**src/rtl/lab3_io_pkg.sv**
```systemverilog
// lab3_io_pkg
//   Shared constants for the Lab 3 input path: board clock rate, default
//   debounce window, and the auto-repeat timing defaults for the centre
//   button. The repeat defaults only take effect when the block is built
//   with LAB3_BTN_AUTOREPEAT_EN defined.
package lab3_io_pkg;

    localparam int CLK_HZ      = 100_000_000;
    localparam int DEBOUNCE_MS = 10;

    // 10 ms at 100 MHz -> 1_000_000 cycles
    localparam int DEBOUNCE_CYCLES_DEF = (CLK_HZ / 1000) * DEBOUNCE_MS;

    // 0.5 s before the first repeat, then one repeat every 0.1 s
    localparam int REPEAT_DELAY_DEF  = CLK_HZ / 2;
    localparam int REPEAT_PERIOD_DEF = CLK_HZ / 10;

    function automatic int max_int(input int a, input int b);
        return (a > b) ? a : b;
    endfunction

endpackage

```
**src/rtl/lab3_debounce_bit.sv**
```systemverilog
// lab3_debounce_bit
//   One input lane: SYNC_STAGES-deep synchroniser followed by a stability
//   counter. The output q only follows the synchronised input after it has
//   disagreed with q for DEBOUNCE_CYCLES consecutive cycles; any shorter
//   excursion clears the count and is lost.
// Ports:
//   fpga_clk  in   system clock
//   reset     in   asynchronous, active-high reset
//   d_raw     in   raw (asynchronous) pin level
//   q         out  synchronised, debounced level
module lab3_debounce_bit
    import lab3_io_pkg::*;
#(
    parameter int SYNC_STAGES     = 2,
    parameter int DEBOUNCE_CYCLES = DEBOUNCE_CYCLES_DEF
) (
    input  logic fpga_clk,
    input  logic reset,
    input  logic d_raw,
    output logic q
);

    localparam int CNT_W = $clog2(DEBOUNCE_CYCLES + 1);
    localparam logic [CNT_W-1:0] CNT_LAST = CNT_W'(DEBOUNCE_CYCLES - 1);

    logic [SYNC_STAGES-1:0] sync;
    logic [CNT_W-1:0]       cnt;
    logic                   d_sync;

    assign d_sync = sync[SYNC_STAGES-1];

    always_ff @(posedge fpga_clk or posedge reset) begin
        if (reset) begin
            sync <= '0;
            cnt  <= '0;
            q    <= 1'b0;
        end else begin
            sync <= {sync[SYNC_STAGES-2:0], d_raw};
            if (d_sync == q) begin
                cnt <= '0;
            end else if (cnt == CNT_LAST) begin
                // Disagreed for the full window: accept and restart.
                q   <= d_sync;
                cnt <= '0;
            end else begin
                cnt <= cnt + CNT_W'(1);
            end
        end
    end

endmodule

```
**src/rtl/lab3_input_conditioner.sv**
```systemverilog
// lab3_input_conditioner
//   Conditions the raw slide switches and centre button for the Lab 3
//   switch/step controller: every input is synchronised and debounced on
//   its own lane, and a registered one-cycle press pulse is produced for
//   the button.
//   Build option: define LAB3_BTN_AUTOREPEAT_EN to add auto-repeat pulses
//   while the button is held (first repeat REPEAT_DELAY cycles after the
//   press pulse, then every REPEAT_PERIOD cycles). Without it the REPEAT_*
//   parameters have no effect.
// Ports:
//   fpga_clk      in   system clock
//   reset         in   asynchronous, active-high reset
//   switches_raw  in   NUM_SW raw switch pins
//   btnC_raw      in   raw centre button pin
//   switches      out  NUM_SW debounced switch levels
//   btnC          out  debounced button level
//   btnC_pulse    out  one-cycle pulse per accepted press (and per repeat)
module lab3_input_conditioner
    import lab3_io_pkg::*;
#(
    parameter int NUM_SW          = 16,
    parameter int SYNC_STAGES     = 2,
    parameter int DEBOUNCE_CYCLES = DEBOUNCE_CYCLES_DEF,
    parameter int REPEAT_DELAY    = REPEAT_DELAY_DEF,
    parameter int REPEAT_PERIOD   = REPEAT_PERIOD_DEF
) (
    input  logic              fpga_clk,
    input  logic              reset,
    input  logic [NUM_SW-1:0] switches_raw,
    input  logic              btnC_raw,
    output logic [NUM_SW-1:0] switches,
    output logic              btnC,
    output logic              btnC_pulse
);

    // Button rides on the top lane so all inputs share one generate loop.
    logic [NUM_SW:0] raw_all;
    logic [NUM_SW:0] deb_all;

    assign raw_all = {btnC_raw, switches_raw};

    genvar i;
    generate
        for (i = 0; i <= NUM_SW; i++) begin : g_lane
            lab3_debounce_bit #(
                .SYNC_STAGES     (SYNC_STAGES),
                .DEBOUNCE_CYCLES (DEBOUNCE_CYCLES)
            ) u_deb (
                .fpga_clk (fpga_clk),
                .reset    (reset),
                .d_raw    (raw_all[i]),
                .q        (deb_all[i])
            );
        end
    endgenerate

    assign switches = deb_all[NUM_SW-1:0];
    assign btnC     = deb_all[NUM_SW];

    logic btnC_d;
    logic btnC_rise;

    assign btnC_rise = btnC & ~btnC_d;

`ifdef LAB3_BTN_AUTOREPEAT_EN
    localparam int REP_W = $clog2(max_int(REPEAT_DELAY, REPEAT_PERIOD) + 1);
    localparam logic [REP_W-1:0] DELAY_LAST  = REP_W'(REPEAT_DELAY - 1);
    localparam logic [REP_W-1:0] PERIOD_LAST = REP_W'(REPEAT_PERIOD - 1);

    // rep_cnt counts cycles since the last pulse while the button is held;
    // rep_first_done selects the long initial delay vs the short period.
    logic [REP_W-1:0] rep_cnt;
    logic             rep_first_done;
    logic             rep_fire;

    assign rep_fire = btnC & btnC_d &
                      (rep_first_done ? (rep_cnt == PERIOD_LAST)
                                      : (rep_cnt == DELAY_LAST));

    always_ff @(posedge fpga_clk or posedge reset) begin
        if (reset) begin
            btnC_d         <= 1'b0;
            btnC_pulse     <= 1'b0;
            rep_cnt        <= '0;
            rep_first_done <= 1'b0;
        end else begin
            btnC_d     <= btnC;
            btnC_pulse <= btnC_rise | rep_fire;
            if (!btnC || btnC_rise) begin
                // Released, or this cycle issues the initial press pulse.
                rep_cnt        <= '0;
                rep_first_done <= 1'b0;
            end else if (rep_fire) begin
                rep_cnt        <= '0;
                rep_first_done <= 1'b1;
            end else begin
                rep_cnt <= rep_cnt + REP_W'(1);
            end
        end
    end
`else
    // Repeat timing is not built in this configuration.
    logic unused_repeat_cfg;
    assign unused_repeat_cfg = REPEAT_DELAY[0] ^ REPEAT_PERIOD[0];

    always_ff @(posedge fpga_clk or posedge reset) begin
        if (reset) begin
            btnC_d     <= 1'b0;
            btnC_pulse <= 1'b0;
        end else begin
            btnC_d     <= btnC;
            btnC_pulse <= btnC_rise;
        end
    end
`endif

endmodule

```
**config.mk**
```make
export PLATFORM = sky130hd
export DESIGN_NAME = lab3_input_conditioner
export DESIGN_NICKNAME = d
export VERILOG_FILES = /design/src/rtl/lab3_io_pkg.sv /design/src/rtl/lab3_debounce_bit.sv /design/src/rtl/lab3_input_conditioner.sv
export SDC_FILE = /design/constraint.sdc
export NUM_CORES = 1
export LEC_CHECK = 0
export CORE_MARGIN = 5
export CORE_UTILIZATION = 57
export DETAILED_ROUTE_END_ITERATION = 10
export PLACE_DENSITY = 0.77
export SYNTH_ARGS = -nofsm -noshare
export SYNTH_HDL_FRONTEND = slang
export SYNTH_SLANG_ARGS = --single-unit
```
**constraint.sdc**
```tcl
create_clock -name fpga_clk -period 16 [get_ports fpga_clk]
set_clock_uncertainty 0.15 [all_clocks]
set_input_delay 4.8 -clock fpga_clk [delete_from_list [all_inputs] [get_ports fpga_clk]]
set_output_delay 4.8 -clock fpga_clk [all_outputs]
set_load 0.05 [all_outputs]
```
Yosys cells after proc, flatten, opt, wreduce, memory -nomap -nowiden
Cells that the tools add are included.
Widths: inputs -> output; s select.
- bitwise gates (word level): 19
- equal/unequal tests: 34
- reduce and logical (&&, ||, !) cells: 17
- multiplexer cells: 34
- add/sub/neg operators: 17
- operator list (kind ; count):
    $mux 20 ; 34
    $add 20x1->20 const B ; 17
    $eq 20x20->1 const B ; 17
    $reduce_and 2->1 ; 17
    $not 1->1 ; 18
    $eq 1x1->1 ; 17
    $and 1x1->1 ; 1
- flip-flop bits (word level): 393
- output and inout port bits: 18

Logic depth before layout (Yosys ltp)
Gate-level depths: netlist of the first run.
- depth in word-level cells: 3
- mapped depth: 7
- mapped depth without buffers: 5

By module
From an unflattened synthesis of the first run, not the netlist that was laid out.
- cell total of the unflattened synthesis: 1857
- area, all modules: 19083.3 µm²
- modules (own cells, without submodules) (module ; sequential area each (µm²) ; cells each ; area an instance (µm²) ; instances):
    lab3_debounce_bit ; 575.6 ; 109 ; 1118.6 ; 17
    lab3_input_conditioner ; 50.0 ; 4 ; 67.6 ; 1

Worst setup path after synthesis of the first run
No wires, ideal clock.
- kind: register to output
- start point: reg g_lane[16].u_deb.q
- end point: out btnC
- path slack: 10404 ps
- data arrival time: 646 ps
- stages on the path, launching flop included: 1
- cells stage by stage: dfrtp_1
- RTL lines (what ; line ; source):
    start: declaration ; lab3_debounce_bit.sv:20 ; output logic q
    start signal: assignment ; lab3_debounce_bit.sv:43 ; q <= d_sync;
    end: declaration ; lab3_input_conditioner.sv:32 ; output logic btnC,
No word-level cell between the ends.

==> summary.md, run 1 <==
| Metric | Value |
|---|---|
| Hold WC Path Type | `reg -> reg` |
| Post-CTS sizing | `0` |
| Final period util | `0.439` |
| Post-DP Area | `19,500 um^2` |
| Largest net degree at the start of global routing | `150` |
| Gr ovfl total | `0` |
| Worst-path cell chain | `clkdlybuf4s50_1 > inv_8 > buf_12 > buf_4` |
| Std cell rows | `66` |
| Yosys cell types | `52` |
| # fillers | `2,611` |
| Post-synth EDFFs | `0` |
| First DRT Iteration DRCs | `827` |
| Worst setup EP type | `asynchronous set/reset pin` |
| Final setup vio count | `0` |
| CTS tree | `built` |
| DIE AREA | `36,600 um^2` |
| Worst r2r dst | `g_lane[9].u_deb.cnt[18]` |
| FMAX | `0.142 GHz` |
| Post-CTS Setup Inserts | `0` |
| Die X | `191 um` |
| Worst Reg-to-Reg Cells | `5` |
| Slew Limit Fails | `0` |
| Synth async-reset ratio | `1.00` |
| Area Growth Syn to Fin | `11.9%` |
| PwrDens | `99.6 nW/um^2` |
| Clk Latency, worst-skew pair | `0.54 ns` |
| Worst setup path start | `reset` |
| Die H | `191 um` |
| ANT nets after route | `0` |
| Ports | `37` |
| Syn nets | `1,933` |
| Startpoint type of the worst setup path | `input port` |
| Most frequent cells in the layout | `393 x dfrtp_1, 242 x nor2_1, 131 x nand3_1, 118 x xor2_1, 112 x a21oi_1` |
| Top post-synthesis cells by area | `dfrtp_1 52%, xor2_1 5.5%, nor2_1 4.8%` |
| Vias per cell | `5.80` |
| Mean Syn Cell Area | `9.89 um^2` |
| Hold slack | `0.199 ns` |
| Detailed Place HPWL | `22,700 um` |
| VDD IR max | `0.0923 mV` |
| Core Footprint | `32,500 um^2` |
| Max_cap viols | `0` |
| Stages on worst setup path | `4` |
| Crit path capture | `g_lane[15].u_deb.cnt[11]` |
| Leak | `8.51 nW` |
| Root Buffer | `clkbuf_16` |
| Nets | `1,958` |
| Design area | `21,000 um^2` |
| Yosys reg bits | `393` |
| Worst path slowest cell | `buf_4` |
| Initial Utilization | `0.576` |
| Reg2Reg Launch Point | `g_lane[9].u_deb.cnt[16]` |
| Initial antenna violation count | `0` |
| Final Hold Viols | `0` |
| Dominant synthesized flop cell | `dfrtp_1` |
| Fin crit period | `7.03 ns` |
| Htree depth | `2` |
| Number of global-route vias before repair | `13,921` |
| 1st-pass router iterations | `5` |
| R2R Setup Slk | `13.50 ns` |
| Setup TNS | `0 ns` |
| Cts bufs inserted | `43` |
| Clock Pin Slew Worst Setup and Hold Paths | `0.05 ns` |
| Status | `finished clean` |
| Share of the synthesized area in the top cell type | `0.524` |
| TritonCTS Sinks | `393` |
| Synth area leader | `dfrtp_1` |
| Drt total wl | `34,700 um` |
| Worst path buffer plus inverter count | `4` |
| Ant. Diodes | `0` |
| Post-Syn Area | `18,800 um^2` |
| Arrival @ worst endpoint | `7.39 ns` |
| Footprint of the multi-input gates | `8400 um^2` |
| Total power | `2.09 mW` |
| GPL Wtd Cong | `0.830` |
| RSZ-0062 raised after global routing | `false` |
| Port buffer count | `36` |
| Commonest non-fill, non-tap cell in the layout | `dfrtp_1` |
| First-pass GRT wire length | `62,700 um` |
| CP peak stage delay | `0.88 ns` |
| Sequential element share of the synthesized area | `0.524` |
| Crit path kind | `in -> async` |
| Hold-fix buffers, CTS | `0` |
| Layout cell share with drive strength beyond 1 | `0.0701` |
| Least-Margin Pin Slew | `1.01 ns` |
| Critical Path RT | `16.36 ns` |
| Cells after synthesis | `1,897` |
| CP max FO | `149` |
| Total GRT Usage | `0.198` |
| Register area | `9830 um^2` |
| Crit path max-delay family | `buffers and inverters` |
| Synth Warn # | `0` |
| Routed wire per std cell | `14.5 um` |
| Remaining DRCs | `0` |
| Vias after detailed routing | `13,894` |
| Clock tree buffer depth | `3` |
| Relative slew slack | `0.329` |
## power by group
group	leakage (nW)	switching (mW)	internal (mW)
logic	2.41	0.0440	0.0194
clock network	0.735	0.384	0.621
registers	5.37	0.0139	1.01
## worst min path at each step
stage | from | endpoint | slack [ns] | depth (start not counted)
after floorplan | g_lane[0].u_deb.sync[0] | g_lane[0].u_deb.sync[1] | 0.18 | 0
after global placement | g_lane[10].u_deb.sync[0] | g_lane[10].u_deb.sync[1] | 0.18 | 0
after detailed placement | g_lane[9].u_deb.sync[0] | g_lane[9].u_deb.sync[1] | 0.18 | 0
after CTS | g_lane[1].u_deb.sync[0] | g_lane[1].u_deb.sync[1] | 0.20 | 0
after global routing | g_lane[5].u_deb.sync[0] | g_lane[5].u_deb.sync[1] | 0.21 | 0
final | g_lane[1].u_deb.sync[0] | g_lane[1].u_deb.sync[1] | 0.20 | 0
## per-layer routing
layer	vias to the layer above	track usage	share of wire
met5	-	0	0
met1	6856	0.261	0.45
met4	0	0.0569	0.024
li1	6803	-	-
met2	179	0.341	0.49
met3	56	0.0299	0.030
## synthesized netlist by cell type, types with 8 or more instances
library cell	n
dfrtp_1	393
nor2_1	242
nand3_1	131
xor2_1	118
a21oi_1	112
nand2_1	100
xnor2_1	92
o21ai_0	78
or3_1	71
nand4_1	70
inv_1	57
or4_1	53
clkbuf_1	49
and3_1	45
o31ai_1	43
nor4_1	42
nor3_1	38
and4_1	20
ha_1	17
mux2_2	17
buf_4	16
and2_1	15
nor4b_1	13
nand4b_1	8
## kinds of logic (layout without fill, tap and decap cells)
| family | Yosys count | in the layout | synth area share |
|---|---|---|---|
| DFF | 393 | 393 | 0.524 |
| buffers and inverters | 131 | 189 | 0.0304 |
| adders and majority gates | 17 | 17 | 0.0113 |
| and+or+nand+nor | 886 | 886 | 0.253 |
| xor gates and xnor gates | 210 | 210 | 0.0981 |
| AOI/OAI and AO/OA | 242 | 242 | 0.0726 |
| muxes | 18 | 18 | 0.0107 |
## per-stage QoR
stage	setup WS, ns	util	std cells
floorplan	0.124	-	1897
global placement	8.24	0.600	2319
detailed placement	8.18	0.600	2319
CTS	8.77	0.645	2397
global route	8.46	0.645	2397
finish	8.97	0.645	2397
## sequential cells by signal (all words and copies together), names as in the netlist
name,cells
g_lane.u_deb.cnt,340
g_lane.u_deb.sync,34
g_lane.u_deb.q,17
btnC_d,1
btnC_pulse,1
## final cells by class
class                           count  share of cell area
Timing Repair Buffer               54              0.0242
Clock buffer                       66              0.0636
Sequential cell                   393               0.469
Inverter                           57              0.0106
Multi-Input combinational cell   1373               0.400
Clock inverter                     12             0.00644
Tap cell                          442              0.0264
No activity file was read; power rests on OpenSTA's default activity.
==> inputs of run 2 (changes only) <==
==> constraint.sdc (replaced) <==
create_clock -name fpga_clk -period 6.4 [get_ports fpga_clk]
set_clock_uncertainty 0.15 [all_clocks]
set_input_delay 1.92 -clock fpga_clk [delete_from_list [all_inputs] [get_ports fpga_clk]]
set_output_delay 1.92 -clock fpga_clk [all_outputs]
set_load 0.05 [all_outputs]
==> run 2 against run 1 <==
  * Critical path depth down 3
  * Cell area up 0.51%
  * Critical path type is now reg -> out
  * Die area unchanged
  * Sequential power rose to 2.5 times the previous value
  * Cell count about the same
  * Core utilization up 0.33 points
  * Flip-flop and latch count unchanged
  * Hold slack worse by 0.0029 ns
  * Global-route usage down 0.56 points
  * Via count down 0.22%
  * Clock power rose to 2.7 times the previous value
  * Register-to-register slack worse by 9.6 ns
==> summary.md, run 2 (synthesized netlist as in run 1, its figures left out) <==
| Metric | Value |
|---|---|
| Status | `finished clean` |
| Layout cell share with drive strength beyond 1 | `0.0716 (+0.00150)` |
| Hold Path Depth | `0 (unchanged)` |
| Clock Pin Slew Worst Setup and Hold Paths | `0.06 ns (about the same)` |
| Worst-path cell chain | `clkdlybuf4s50_1` |
| FMAX | `0.261 GHz` |
| Ports | `37 (unchanged)` |
| Leak | `8.55 nW (+0.42%)` |
| CP max FO | `5 (-97%)` |
| Ant. Diodes | `0 (unchanged)` |
| Commonest non-fill, non-tap cell in the layout | `dfrtp_1` |
| Worst setup EP type | `primary output` |
| Remaining DRCs | `0 (unchanged)` |
| Reg2Reg Launch Point | `g_lane[9].u_deb.cnt[17]` |
| Die H | `191 um (unchanged)` |
| GPL Wtd Cong | `0.831 (about the same)` |
| Max_cap viols | `0 (unchanged)` |
| Hold WC Path Type | `reg -> reg` |
| Worst setup path start | `g_lane[16].u_deb.q` |
| CP peak stage delay | `0.83 ns (-0.05 ns)` |
| Top flop regs | `g_lane.u_deb.cnt x340, g_lane.u_deb.sync x34, g_lane.u_deb.q x17` |
| Crit path kind | `reg -> out` |
| Arrival @ worst endpoint | `1.77 ns (-5.62 ns)` |
| Setup TNS | `0 ns (unchanged)` |
| Drt total wl | `34,400 um (-0.94%)` |
| Critical Path RT | `4.33 ns (-12.03 ns)` |
| Hold-fix buffers, CTS | `0 (unchanged)` |
| Cts bufs inserted | `43 (unchanged)` |
| Nets | `1,958 (unchanged)` |
| Crit path capture | `btnC` |
| Port buffer count | `36 (unchanged)` |
| ANT nets after route | `0 (unchanged)` |
| Final Hold Viols | `0 (unchanged)` |
| Largest net degree at the start of global routing | `177 (+18%)` |
| Least-Margin Pin Slew | `0.967 ns (-0.0401 ns)` |
| Initial antenna violation count | `0 (unchanged)` |
| TritonCTS Sinks | `393 (unchanged)` |
| Vias after detailed routing | `13,863 (-0.22%)` |
| CTS tree | `built` |
| Worst r2r dst | `g_lane[9].u_deb.cnt[7]` |
| Fin util | `0.648 (+0.00331)` |
| Detailed Place HPWL | `22,000 um (-3.2%)` |
| First DRT Iteration DRCs | `790 (-4.5%)` |
| Number of global-route vias before repair | `13,549 (-2.7%)` |
| Worst path slowest cell | `clkdlybuf4s50_1` |
| Worst path buffer plus inverter count | `1 (-3)` |
| Startpoint type of the worst setup path | `register` |
| First-pass GRT wire length | `61,400 um (-2.0%)` |
| Initial Utilization | `0.576 (unchanged)` |
| Die X | `191 um (unchanged)` |
| Most frequent cells in the layout | `393 x dfrtp_1, 242 x nor2_1, 131 x nand3_1, 118 x xor2_1, 112 x a21oi_1` |
| Final period util | `0.600` |
| Vias per cell | `5.78 (-0.26%)` |
| Gr ovfl total | `0 (unchanged)` |
| DIE AREA | `36,600 um^2 (unchanged)` |
| Total GRT Usage | `0.192 (-0.00560)` |
| Final setup vio count | `0 (unchanged)` |
| PwrDens | `255 nW/um^2 (+160%)` |
| Clk Latency, worst-skew pair | `0.53 ns (about the same)` |
| Relative slew slack | `0.356 (+0.0267)` |
| Worst Reg-to-Reg Cells | `5 (unchanged)` |
| R2R Setup Slk | `3.94 ns (-9.56 ns)` |
| 1st-pass router iterations | `5 (unchanged)` |
| RSZ-0062 raised after global routing | `false` |
| Area Growth Syn to Fin | `12.5%` |
| Hold slack | `0.196 ns (-0.00292 ns)` |
| # fillers | `2,599 (-0.46%)` |
| Post-CTS sizing | `0 (unchanged)` |
| Std cell rows | `66 (unchanged)` |
| Core Footprint | `32,500 um^2 (unchanged)` |
| Stages on worst setup path | `1 (-3)` |
| Fin crit period | `3.84 ns` |
| VDD IR max | `0.234 mV (+150%)` |
| Root Buffer | `clkbuf_16` |
| Post-CTS Setup Inserts | `0 (unchanged)` |
| Crit path max-delay family | `buffers and inverters` |
| Slew Limit Fails | `0 (unchanged)` |
| Flip-flop count of the largest register after layout | `340 (unchanged)` |
| Routed wire per std cell | `14.3 um (-0.98%)` |
| Clock tree buffer depth | `3 (unchanged)` |
| Htree depth | `2 (unchanged)` |
| Top reg by flops | `g_lane.u_deb.cnt` |
-- run 2: final cells by class --
type	instances	area, um^2	share of cell area
flip-flops and latches	393	9830	0.466
well taps	442	553	0.0262
clock inverters	18	270	0.0128
inverters	57	218	0.0103
multi-input cells	1373	8400	0.398
clock buffers	61	1290	0.0610
repair buffers	54	533	0.0253
-- run 2: layer usage --
layer	wire length, um	vias to the layer above	part of all wire	track usage
li1	-	6789	-	-
met1	15900	6822	0.46	0.263
met2	16800	203	0.49	0.326
met3	1050	49	0.031	0.0276
met4	639	0	0.019	0.0467
met5	0	-	0	0
-- run 2: worst min-delay path by stage --
| stage | from | endpoint |
|---|---|---|
| finish | g_lane[10].u_deb.sync[0] | g_lane[10].u_deb.sync[1] |
| global route | g_lane[8].u_deb.sync[0] | g_lane[8].u_deb.sync[1] |
| CTS | g_lane[8].u_deb.sync[0] | g_lane[8].u_deb.sync[1] |
| detailed placement | g_lane[13].u_deb.sync[0] | g_lane[13].u_deb.sync[1] |
| global placement | g_lane[12].u_deb.sync[0] | g_lane[12].u_deb.sync[1] |
| floorplan | g_lane[0].u_deb.sync[0] | g_lane[0].u_deb.sync[1] |
-- run 2: stage by stage --
stage | std cells | instance area, um^2 | setup WS [ns] | power, mW
3_5_place_dp | 2319 | 19500 | 2.65 | 2.77
6_report | 2398 | 21100 | 2.56 | 5.37
2_1_floorplan | 1897 | 18800 | -0.958 | 2.71
5_1_grt | 2398 | 21100 | 2.48 | 5.58
4_1_cts | 2398 | 21100 | 2.53 | 5.45
3_3_place_gp | 2319 | 19500 | 2.68 | 2.76
-- run 2: power breakdown --
part / total, mW / internal (mW) / switching [mW]
clock: 2.65 / 1.68 / 0.972
sequential: 2.56 / 2.52 / 0.0342
combinational: 0.161 / 0.0503 / 0.111
==> RTL edit 1 (settings of run 1) <==
Compare `cnt` against `CNT_LAST` with >= in place of ==.
--- a/src/rtl/lab3_debounce_bit.sv
+++ b/src/rtl/lab3_debounce_bit.sv
@@ -38,7 +38,7 @@
             sync <= {sync[SYNC_STAGES-2:0], d_raw};
             if (d_sync == q) begin
                 cnt <= '0;
-            end else if (cnt == CNT_LAST) begin
+            end else if (cnt >= CNT_LAST) begin
                 // Disagreed for the full window: accept and restart.
                 q   <= d_sync;
                 cnt <= '0;
Function: same outputs for any inputs over 4 cycles, from zero or initial values and one cycle with reset high; that may be too few to reach the edited logic, so the function may still have changed.
==> RTL edit 1 against run 1 <==
Sequential cell count unchanged. Global-route usage down 1.6 points. Cell area down 2.6%. Total power down 5.5%. Synthesized cell count down 1.7%. First-iteration DRC count down 25%. Hold slack worse by 0.0013 ns. Worst setup slack worse by 0.26 ns. Wire length down 8.5%. Utilization down 1.2 points. Synthesized area down 1.5%. Critical path type unchanged. Highest routed layer unchanged.
==> RTL edit 1: results (changes against run 1) <==
- The flow ran to the end, and the final reports show no timing, DRC or antenna violations.
- The via total after detailed routing is 12790 (-7.9%).
- The number of nets in the finished design is 1941 (-0.87%).
- The global-route wire length before repair was 57300 um (-8.6%).
- The number of different library cells in the post-synthesis netlist is 55 (+5.8%).
- The last element of the critical path is g_lane[16].u_deb.q.
- In the synthesized netlist, the cells that appear most often are sky130_fd_sc_hd__nor2_1, sky130_fd_sc_hd__dfrtp_1, sky130_fd_sc_hd__xor2_1.
- The worst hold slack after final layout came to 0.1974 ns (-0.001254 ns).
- The launching point of the worst reg2reg path is g_lane[10].u_deb.cnt[0].
- The routing usage on met3 is 0.02917 (-0.0007746).
- The count of placed standard cells including taps was 2304 (-0.65%).
- The largest net degree at the start of global routing came to 111 (-26%).
- The global routing met1 resource utilization is 0.2464 (-0.01486).
- The net count of the mapped netlist is 1900 (-1.7%).
- The pre-CTS setup slack is 7.957 ns (-0.2260 ns).
- The HPWL after detailed placement was 20810 um (-8.4%).
- For hold timing, the worst endpoint is g_lane[5].u_deb.sync[1].
- The detailed router's first-iteration violation count is 617 (-25%).
- The final weighted congestion in routability-driven placement is 0.7938 (-4.4%).
- The endpoint identified for the worst register-to-register timing path is g_lane[10].u_deb.cnt[3].
- The placement-stage cell area came to 19190 um2 (-1.7%).
- The total clock buffers created by CTS is 41 (-4.7%).
- The slack of the worst reg-to-reg path came to 13.54 ns (+0.04 ns).
- The number of fill cells in the layout came to 2589 (-0.84%).
- The synthesized area per cell was 9.909 um2 (+0.22%).
- The met3 wire length is 966 um (-6.8%).
- The internal cell power is 1.554 mW (-5.8%).
- The maximum vdd drop was 70.45 uV (-24%).
RTL edit 1: cell types whose count changed after synthesis, sizes merged, moves of 36 or more:
cell   change
o21ai     -43
nor2     +164
xnor2     +43
or3       -64
a21oi     -91
o31ai     -36
xor2      +53
or4       -43
RTL edit 1: cells by family (layout without fill, tap and decap cells):
group | Yosys count | count (layout) | share of synthesized area
AO/OA/AOI/OAI | 123 | 123 | 0.04370
XOR/XNOR | 306 | 306 | 0.1451
adder cells (fa/ha/maj) | 17 | 17 | 0.01152
buffers and inverters | 90 | 154 | 0.02324
flip-flops | 393 | 393 | 0.5324
multiplexers | 16 | 16 | 0.009755
AND/OR/NAND/NOR | 919 | 919 | 0.2342
RTL edit 1: cell type report:
class | count | share of cell area
sequential | 393 | 0.4811
multi-input combinational | 1381 | 0.4015
clock buffer | 56 | 0.05588
tap | 442 | 0.02705
timing repair buffer | 46 | 0.02130
inverter | 42 | 0.008079
clock inverter | 10 | 0.005141
==> RTL edit 2 (config.mk and constraints of run 1) <==
Made on the original files. `SYNC_STAGES` is set to 2 in 2 places; all go to 4.
--- a/src/rtl/lab3_debounce_bit.sv
+++ b/src/rtl/lab3_debounce_bit.sv
@@ -11,7 +11,7 @@
 module lab3_debounce_bit
     import lab3_io_pkg::*;
 #(
-    parameter int SYNC_STAGES     = 2,
+    parameter int SYNC_STAGES     = 4,
     parameter int DEBOUNCE_CYCLES = DEBOUNCE_CYCLES_DEF
 ) (
     input  logic fpga_clk,
--- a/src/rtl/lab3_input_conditioner.sv
+++ b/src/rtl/lab3_input_conditioner.sv
@@ -19,7 +19,7 @@
     import lab3_io_pkg::*;
 #(
     parameter int NUM_SW          = 16,
-    parameter int SYNC_STAGES     = 2,
+    parameter int SYNC_STAGES     = 4,
     parameter int DEBOUNCE_CYCLES = DEBOUNCE_CYCLES_DEF,
     parameter int REPEAT_DELAY    = REPEAT_DELAY_DEF,
     parameter int REPEAT_PERIOD   = REPEAT_PERIOD_DEF
Check against the original RTL: no difference found for any inputs over 10 cycles, from zero or initial values and one cycle with reset high; that may be too few to reach the edited logic, so the function may still have changed.
==> RTL edit 2 against run 1 <==
Worst setup slack worse by 0.016 ns. Combinational power up 1%. Maximum frequency down 0.22%. Wire length up 0.44%. Total power up 7.2%. Synthesized area up 4.5%. Sequential cell count up 34. Cell area up 4.4%. Via count up 0.75%. Highest routed layer unchanged.
==> RTL edit 2: results (changes against run 1) <==
- The number of nets in the finished design is 1995 (+1.9%).
- The maximum vdd drop is 85.21 uV (-7.7%).
- The non-filler instance count after layout is 2449 (+2.2%).
- Sorting the synthesized cells by area gives the leading types as sky130_fd_sc_hd__dfrtp_1, sky130_fd_sc_hd__xor2_1, sky130_fd_sc_hd__nor2_1, sky130_fd_sc_hd__xnor2_1, sky130_fd_sc_hd__nand3_1.
- The global-route usage over all layers was 0.1837 (-0.01381).
- The synthesized netlist cell count is 1931 (+1.8%).
- The cell at the root of the clock tree is sky130_fd_sc_hd__clkbuf_16.
- The largest net degree at the start of global routing is 194 (+29%).
- The switching power of the nets was 0.4770 mW (+7.9%).
- The first-pass iteration count of the detailed router is 6 (+1).
- The maximum fanout along the worst path is 193 (+30%).
- The mux contribution to synthesized area is 0.01027 (-0.0004660).
- The total clock buffers created by CTS is 45 (+4.7%).
- The final weighted congestion in routability-driven placement was 0.8182 (-1.4%).
- The share of cells above drive strength 1 was 0.06971 (-0.0003676).
- The number of vias per cell after detailed routing came to 5.716 (-1.4%).
- The flow ran to the end, and the final reports show no timing, DRC or antenna violations.
- The number of fill cells in the layout came to 2656 (+1.7%).
- The time the final worst path needs with I/O delays and setup was 7.041 ns (+0.01577 ns).
- The clock network power is 1.06 mW (+6%).
- The maximum count of clock buffers along a single path was 3 (unchanged).
- The arrival time at the worst endpoint came to 7.45 ns (+0.06 ns).
- The longest individual stage delay on the worst path was 0.84 ns (-0.04 ns).
- In this run the worst hold path is classified as register to register.
- The detailed router's first-iteration violation count is 890 (+7.6%).
- The number of global-route vias before repair is 13750 (-1.2%).
- The HPWL after detailed placement came to 22710 um (about the same).
- For the worst-skew pair, the clock arrives at the later sink with an insertion delay of 0.55 ns.
- The portion of the post-synthesis area used by sequential elements is 0.5450 (+0.02064).
- The power dissipated in combinational cells came to 0.0643 mW (+1%).
- The largest registers in the layout are g_lane.u_deb.cnt x340, g_lane.u_deb.sync x68, g_lane.u_deb.q x17.
- The max capacitance violation total came to 0 (unchanged).
- The adder-cell share of the synthesized area is 0.01085 (-0.0004921).
- The slew at the pin with the worst max-slew slack is 1.023 ns (+0.01642 ns).
- The slack of the worst reg-to-reg path is 13.62 ns (+0.12 ns).
- The fraction of the mapped netlist area in compound gates is 0.06943 (-0.003149).
- The last element of the critical path is g_lane[15].u_deb.cnt[15].
- The fraction of synthesized cell area in xor and xnor cells is 0.09380 (-0.004255).
- The pre-CTS setup slack is 8.239 ns (+0.05510 ns).
- The global-route wire length before repair is 61960 um (-1.1%).
- Sorting the synthesized cells by how often they occur yields sky130_fd_sc_hd__dfrtp_1, sky130_fd_sc_hd__nor2_1, sky130_fd_sc_hd__nand3_1.
- The wire length per cell is 14.23 um (-1.7%).
- The worst register-to-register path begins at g_lane[6].u_deb.cnt[16].
- The launch point of the critical path is reset.
- The endpoint of the worst register-to-register path is g_lane[6].u_deb.cnt[6].
- The reported leakage power is 8.923 nW (+4.8%).
RTL edit 2: critical path, delay by kind of cell:
family	cells	cell delay, ns
buf+inv	4	2.41
RTL edit 2: area by class of cell:
type | count | area share
timing repair buffer | 55 | 0.02353
tap | 455 | 0.02598
multi-input combinational | 1373 | 0.3834
inverter | 57 | 0.009935
clock inverter | 18 | 0.01022
sequential | 427 | 0.4876
clock buffer | 64 | 0.05933
RTL edit 2: through the flow:
step | cell area (um2) | total power, mW | hold WS, ns
after global placement | 20390 | 1.198 | 0.1822
after CTS | 21910 | 2.274 | 0.1916
after detailed placement | 20390 | 1.200 | 0.1847
after floorplan | 19610 | 1.177 | 0.1812
final | 21910 | 2.242 | 0.1934
after global routing | 21910 | 2.330 | 0.2016
RTL edit 2: per-layer routing:
layer	routed length [um]	track usage	vias up
met1	16050	0.2521	6856
li1	-	-	6892
met3	1119	0.02899	51
met2	17030	0.3047	199
met5	0	0	-
met4	653	0.05612	0
